### src/rtl/reg_bank_sb_pkg.sv
// Shared ISA constants for the register bank, ALU and decode blocks.
// Widths and the hard-wired zero register index live here.
package reg_bank_sb_pkg;

  localparam int DW       = 32;
  localparam int NREG     = 32;
  localparam int AW       = $clog2(NREG);
  localparam int REG_ZERO = 0;

endpackage

### src/rtl/reg_bank_sb_scoreboard.sv
// Pending-result scoreboard: one bit per register, set by loads,
// cleared by writeback, and the read stall derived from it.
module reg_scoreboard #(
  parameter  int NREG = reg_bank_sb_pkg::NREG,
  localparam int AW   = $clog2(NREG)
) (
  input  logic          clk,
  input  logic          rst_n,
  input  logic          rd_en_i,
  input  logic [AW-1:0] rs_addr_i,
  input  logic [AW-1:0] rt_addr_i,
  input  logic          wr_en_i,
  input  logic [AW-1:0] wr_addr_i,
  input  logic          pend_set_i,
  input  logic [AW-1:0] pend_addr_i,
  output logic          stall_o
);

  import reg_bank_sb_pkg::*;

  logic [NREG-1:0] pend_q;
  logic [NREG-1:0] pend_d;
  logic            rs_busy;
  logic            rt_busy;

  // Set is applied after clear so a same-address set wins.
  always_comb begin
    pend_d = pend_q;
    if (wr_en_i) begin
      pend_d[wr_addr_i] = 1'b0;
    end
    if (pend_set_i) begin
      pend_d[pend_addr_i] = 1'b1;
    end
    pend_d[REG_ZERO] = 1'b0;
  end

  always_ff @(posedge clk or negedge rst_n) begin
    if (!rst_n) begin
      pend_q <= '0;
    end else begin
      pend_q <= pend_d;
    end
  end

  // A writeback landing this cycle releases its register immediately.
  assign rs_busy = (rs_addr_i != AW'(REG_ZERO))
                 && pend_q[rs_addr_i]
                 && !(wr_en_i && (wr_addr_i == rs_addr_i));
  assign rt_busy = (rt_addr_i != AW'(REG_ZERO))
                 && pend_q[rt_addr_i]
                 && !(wr_en_i && (wr_addr_i == rt_addr_i));

  assign stall_o = rd_en_i && (rs_busy || rt_busy);

endmodule

### src/rtl/reg_bank_sb.sv
// Two-read, one-write register bank with registered read data,
// write-through bypass and a load scoreboard that stalls reads.
module reg_bank_sb #(
  parameter  int DW   = reg_bank_sb_pkg::DW,
  parameter  int NREG = reg_bank_sb_pkg::NREG,
  localparam int AW   = $clog2(NREG)
) (
  input  logic          clk,
  input  logic          rst_n,
  input  logic          rd_en,
  input  logic [AW-1:0] rs_addr,
  input  logic [AW-1:0] rt_addr,
  output logic [DW-1:0] rs_data,
  output logic [DW-1:0] rt_data,
  output logic          rd_valid,
  input  logic          wr_en,
  input  logic [AW-1:0] wr_addr,
  input  logic [DW-1:0] wr_data,
  input  logic          pend_set,
  input  logic [AW-1:0] pend_addr,
  output logic          stall
);

  import reg_bank_sb_pkg::*;

  logic [DW-1:0] regs_q [NREG];
  logic [DW-1:0] rs_data_q;
  logic [DW-1:0] rs_data_d;
  logic [DW-1:0] rt_data_q;
  logic [DW-1:0] rt_data_d;
  logic          rd_valid_q;
  logic          accept;
  logic          rs_zero;
  logic          rt_zero;
  logic          rs_hit;
  logic          rt_hit;
  logic          wr_ok;

  reg_scoreboard #(
    .NREG (NREG)
  ) u_sb (
    .clk         (clk),
    .rst_n       (rst_n),
    .rd_en_i     (rd_en),
    .rs_addr_i   (rs_addr),
    .rt_addr_i   (rt_addr),
    .wr_en_i     (wr_en),
    .wr_addr_i   (wr_addr),
    .pend_set_i  (pend_set),
    .pend_addr_i (pend_addr),
    .stall_o     (stall)
  );

  assign accept  = rd_en && !stall;
  assign wr_ok   = wr_en && (wr_addr != AW'(REG_ZERO));
  assign rs_zero = (rs_addr == AW'(REG_ZERO));
  assign rt_zero = (rt_addr == AW'(REG_ZERO));
  assign rs_hit  = wr_ok && (wr_addr == rs_addr);
  assign rt_hit  = wr_ok && (wr_addr == rt_addr);

  always_comb begin
    rs_data_d = rs_data_q;
    if (accept) begin
      unique case (1'b1)
        rs_zero: rs_data_d = '0;
        rs_hit:  rs_data_d = wr_data;
        default: rs_data_d = regs_q[rs_addr];
      endcase
    end
  end

  always_comb begin
    rt_data_d = rt_data_q;
    if (accept) begin
      unique case (1'b1)
        rt_zero: rt_data_d = '0;
        rt_hit:  rt_data_d = wr_data;
        default: rt_data_d = regs_q[rt_addr];
      endcase
    end
  end

  always_ff @(posedge clk or negedge rst_n) begin
    if (!rst_n) begin
      for (int i = 0; i < NREG; i++) begin
        regs_q[i] <= '0;
      end
    end else if (wr_ok) begin
      regs_q[wr_addr] <= wr_data;
    end
  end

  always_ff @(posedge clk or negedge rst_n) begin
    if (!rst_n) begin
      rs_data_q  <= '0;
      rt_data_q  <= '0;
      rd_valid_q <= 1'b0;
    end else begin
      rs_data_q  <= rs_data_d;
      rt_data_q  <= rt_data_d;
      rd_valid_q <= accept;
    end
  end

  assign rs_data  = rs_data_q;
  assign rt_data  = rt_data_q;
  assign rd_valid = rd_valid_q;

endmodule

### config.mk
export PLATFORM = sky130hd
export DESIGN_NAME = reg_bank_sb
export DESIGN_NICKNAME = d
export VERILOG_FILES = /design/src/rtl/reg_bank_sb_pkg.sv /design/src/rtl/reg_bank_sb_scoreboard.sv /design/src/rtl/reg_bank_sb.sv
export SDC_FILE = /design/constraint.sdc
export NUM_CORES = 2
export LEC_CHECK = 0
export ABC_CLOCK_PERIOD_IN_PS = 4100
export BUFFER_PORTS_ARGS = -buffer_cell sky130_fd_sc_hd__buf_4
export CORE_MARGIN = 1.5
export CORE_UTILIZATION = 60
export CTS_BUF_LIST = sky130_fd_sc_hd__clkbuf_4 sky130_fd_sc_hd__clkbuf_8
export CTS_CLUSTER_SIZE = 20
export DETAILED_ROUTE_END_ITERATION = 16
export GPL_TIMING_DRIVEN = 0
export PLACE_DENSITY = 0.77
export SYNTH_ARGS = -nofsm -noshare
export SYNTH_HDL_FRONTEND = slang
export SYNTH_SLANG_ARGS = --single-unit
### constraint.sdc
create_clock -name clk -period 4.1 [get_ports clk]
set_input_delay 0.615 -clock clk [delete_from_list [all_inputs] [get_ports clk]]
set_output_delay 0.615 -clock clk [all_outputs]
set_load 0.05 [all_outputs]
==> tab_implementation.tex <==
\begin{tabular}{lr}
\hline
Metric & Value \\
\hline
\multicolumn{2}{l}{\textbf{Clock tree}} \\
\quad CTS Buffer Depth & 3 \\
\quad CTS tree & yes \\
\quad Source-to-sink clock delay at the later pin of the worst-skew pair & 0.96 ns \\
\quad Count of H-tree levels built during CTS & 4 \\
\quad Num Clock Sinks & 1120 \\
\quad CTS Root Buffer Type & sky130\_fd\_sc\_hd\_\_clkbuf\_8 \\
\quad Number of CTS-inserted buffers & 188 \\
\quad Clock edge transition at the registers on the reported setup and hold paths & 0.06 ns \\
\multicolumn{2}{l}{\textbf{Worst setup path}} \\
\quad Worst-path cell with the longest stage delay & sky130\_fd\_sc\_hd\_\_clkdlybuf4s15\_1 \\
\quad Logic depth of the worst register-to-register path & 9 \\
\quad Worst setup path category & input port to register \\
\quad Critical Path Max Stage Delay & 1.11 ns \\
\quad Worst-case register-to-register setup slack & 0.52 ns \\
\quad Cell breakdown of the critical path & buf\_4 > buf\_4 > buf\_2 > buf\_2 > clkdlybuf4s15\_1 > mux4\_2 > a22oi\_1 > a41oi\_1 > a211oi\_1 > a2bb2oi\_1 \\
\quad Worst Setup SP & rt\_addr[1] \\
\quad Terminus of the critical flop-to-flop path & rs\_data[30]\$\_DFFE\_PN0P\_ \\
\quad Worst r2r src & u\_sb.pend\_q[30]\$\_DFF\_PN0\_ \\
\quad Launching element type of the critical path & input port \\
\quad Kind of end point of the critical path & register \\
\quad CP Data Arrival Time & 5.03 ns \\
\quad CP required & slightly below 5 ns \\
\quad Maximum fanout along the worst path & 10 \\
\multicolumn{2}{l}{\textbf{Yosys}} \\
\quad Cells after Synth & $\sim$4400 \\
\quad Flops \& latches, synth & 1120 \\
\quad Avg Cell Area, Syn & 13.7 um2 \\
\quad Post-synth EDFFs & 0 \\
\quad Post-synthesis share of cell area spent on and, or, nand and nor gates & 2.77\% \\
\quad Post-synth top flop & sky130\_fd\_sc\_hd\_\_dfrtp\_1 \\
\quad Synth Warn \# & 0 \\
\quad Synthesized-area fraction occupied by adder cells & 0\% \\
\quad Post-Synthesis Cell Area & 59600 um2 \\
\quad Async S/R FF share, synth & 100\% \\
\quad Post-synthesis compound-gate area fraction & 7.64\% \\
\quad Proportion of synthesized area in mux cells & 38.5\% \\
\quad Nets in the synthesized netlist & around 4400 \\
\quad Xor/xnor share of the synthesized area & 0.147\% \\
\quad Number of distinct library cells after synthesis & 66 \\
\quad Share of synthesized area occupied by flip-flops and latches & 47.0\% \\
\quad Combinational family with the most area after synthesis & multiplexers \\
\multicolumn{2}{l}{\textbf{Outcome}} \\
\quad Violations in the final reports & max-capacitance violations, max-slew violations, negative setup slack \\
\quad Status & complete, but fails checks \\
\multicolumn{2}{l}{\textbf{STA}} \\
\quad Max\_slew headroom & -17.7\% \\
\quad Final setup violation count & 6 \\
\quad Maximum operating frequency & 235 MHz \\
\quad Final critical delay including setup and external delays & 4.26 ns \\
\quad Final period utilization & 104\% \\
\quad Actual transition at the worst max-transition pin & 1.76 ns \\
\quad Post-route clock skew & 0.0317 ns \\
\quad Max-slew violation total from the final report & 117 \\
\quad Setup repair after global routing missed its margin & true \\
\quad Count of endpoints failing hold in the final timing report & 0 \\
\quad Setup TNS & -0.506 ns \\
\quad Min setup slack post-route & -0.159 ns \\
\multicolumn{2}{l}{\textbf{Global route}} \\
\quad Total global routing overflow & 0 \\
\quad Pin count of the biggest net entering global routing & 182 \\
\quad Number of global-route vias before repair & approximately 45000 \\
\quad GRT Total Usage & 54.8\% \\
\quad Wire length of the first global-routing pass & 374000 um \\
\quad Number of antenna violations at the first check in global routing & 18 \\
\multicolumn{2}{l}{\textbf{Route}} \\
\quad Overall via count from detail\_route & between 40000 and 50000 \\
\quad Total Routed Length & 278000 um \\
\quad Detail-routed net length per standard cell & 45.4 um \\
\quad Drt initial violations & 7502 \\
\quad Number of nets still failing antenna checks after routing & 0 \\
\quad Number of remaining DRC errors & 0 \\
\quad Number of iterations in the first detailed-routing pass & 9 \\
\quad Vias/cell & 7.68 \\
\multicolumn{2}{l}{\textbf{Run}} \\
\quad Max-Cap Viols & 12 \\
\multicolumn{2}{l}{\textbf{Min path}} \\
\quad Worst hold path startpoint & wr\_data[23] \\
\quad Hold path cells & 2 \\
\quad Worst hold-check path type & input port to register \\
\quad Hold Path End & regs\_q[23]\$\_DFFE\_PN0P\_ \\
\multicolumn{2}{l}{\textbf{Placement}} \\
\quad Gpl congestion & 1.06 \\
\quad Pre-CTS setup slack & -1.16 ns \\
\quad Port Buffers & 112 \\
\quad Half-perimeter wire length of the detailed placement result & 197000 um \\
\multicolumn{2}{l}{\textbf{Cells and area}} \\
\quad Final core occ & 67.8\% \\
\quad Net count reported at finish & 4746 \\
\quad Layout fillers & 7288 \\
\quad Fraction of layout cells with a size suffix above 1 & 41.5\% \\
\quad Syn-to-layout area delta & 11.9\% \\
\multicolumn{2}{l}{\textbf{Power}} \\
\quad Worst vdd rail ir drop & 463 uV \\
\quad Leak & 29.7 nW \\
\quad Power per cell area & 530 nW/um2 \\
\multicolumn{2}{l}{\textbf{Die}} \\
\quad Boundary pin count & between 100 and 150 \\
\quad Floorplan die width & 318 um \\
\quad Die Outline Area & 101000 um2 \\
\quad Initial core utilization & between 60\% and 70\% \\
\quad Area of the core region & 98400 um2 \\
\quad Die height & roughly 320 um \\
\quad Number of standard-cell rows in the floorplan & 115 \\
\hline
\end{tabular}
==> synthesized netlist by cell type, drive strengths merged (21+ instances only) <==
| cell | instances | share of area (%) |
|---|---|---|
| a32oi | 28 | 0.41 |
| buf | 215 | 2.1 |
| a2bb2oi | 23 | 0.35 |
| and2 | 21 | 0.22 |
| nor3 | 31 | 0.29 |
| nor2b | 30 | 0.31 |
| a22oi | 227 | 2.9 |
| a211oi | 66 | 0.83 |
| clkbuf | 251 | 1.6 |
| a21oi | 92 | 0.77 |
| nand2 | 94 | 0.59 |
| mux2i | 469 | 7.9 |
| inv | 39 | 0.25 |
| a22o | 36 | 0.53 |
| a31oi | 26 | 0.27 |
| nor2 | 39 | 0.25 |
| nand3 | 29 | 0.24 |
| mux2 | 1015 | 19 |
| dfrtp | 1120 | 47 |
| mux4 | 303 | 11 |
==> state kept, by name, indices dropped and copies added, names as in the netlist <==
signal and count:
rd_valid 1, rs_data 32, u_sb.pend_q 31, rt_data 32, regs_q 1024
==> final cells by class <==
type,count,area [um2],area share [%]
plain buffers,466,2190,3.29
well taps,1287,1610,2.41
multi-input cells,2731,29300,43.9
flip-flops and latches,1120,28000,42.0
clock buffers,288,3630,5.45
diodes,10,25.0,0.0375
inverters,39,149,0.223
clock inverters,49,407,0.610
repair buffers,143,1340,2.00
==> per-stage QoR <==
stage / power (mW) / instances / hold slack (ns) / cell area [um2]
after floorplan: 20.6 / 4356 / 0.319 / 59600
after global placement: 23.7 / 5755 / 0.457 / 62000
after detailed placement: 24.0 / 5770 / 0.466 / 62400
after CTS: 34.7 / 6122 / 0.00347 / 66600
after global routing: 36.1 / 6124 / 0.0332 / 66700
final: 35.4 / 6133 / 0.0292 / 66700
==> per-layer routing <==
layer,routed length [um],vias to the layer above,GRT usage (%),part of all wire [%]
met4,24300,18,38.6,8.7
met5,662,-,3.50,0.24
met1,97500,24300,67.4,35
met3,48100,1149,31.5,17
met2,108000,4304,71.3,39
li1,-,17300,-,-
==> where the power goes <==
| group | leakage (nW) | internal, mW | switching (mW) | total, mW |
|---|---|---|---|---|
| combinational | 13.3 | 4.06 | 5.11 | 9.17 |
| clock | 2.15 | 5.86 | 5.05 | 10.9 |
| sequential | 14.3 | 13.3 | 1.94 | 15.3 |
| total | 29.7 | 23.3 | 12.1 | 35.4 |
==> how the worst max path moves through the flow <==
stage	slack (ns)	depth (start not counted)	endpoint
final	-0.16	10	rt_data[21]$_DFFE_PN0P_
after global routing	-0.04	9	stall
after CTS	0.02	11	stall
after detailed placement	-1.16	10	rs_data[3]$_DFFE_PN0P_
after global placement	-11.06	1	regs_q[4]$_DFFE_PN0P_
after floorplan	0.76	7	stall
==> critical path: cells and delay by family <==
family / cells / cell delay [ns]
buffers and inverters: 5 / 2.18
AO/OA/AOI/OAI: 4 / 1.75
multiplexers: 1 / 0.45
==> cell usage in the layout, fill, tap and decap left out, drive strengths merged, types with 7 or more instances in the layout <==
cell,instances
xnor2,10
buf,343
nor2b,30
a21oi,92
a41oi,7
clkbuf,540
a31oi,26
and2,21
a31o,19
nand3b,9
inv,49
a2111oi,17
diode,10
a211oi,66
nor2,39
mux4,303
nand4,11
a2bb2oi,23
nand2,94
or2,9
clkinv,30
nor3,31
dlygate4sd3,12
a22oi,227
a22o,36
nand3,29
o22ai,20
mux2,1015
nor3b,13
mux2i,469
dfrtp,1120
o221ai,13
o21ai,20
a32oi,28
and3,13
==> logic make-up after synthesis <==
logic type,count (synthesis)
mux,1787
flops,1120
compound gates,616
buf+inv,505
simple gates,318
xor+xnor,10
==> repair_timing <==
action                     4_1_cts  5_1_grt
pin swaps                        2        0
gates resized for setup          8        6
hold buffers                    12        0
buffers inserted                 3        0
setup endpoints to repair        2        4
hold endpoints to repair       170        0
Note: power is estimated with default switching activity, not from simulation.
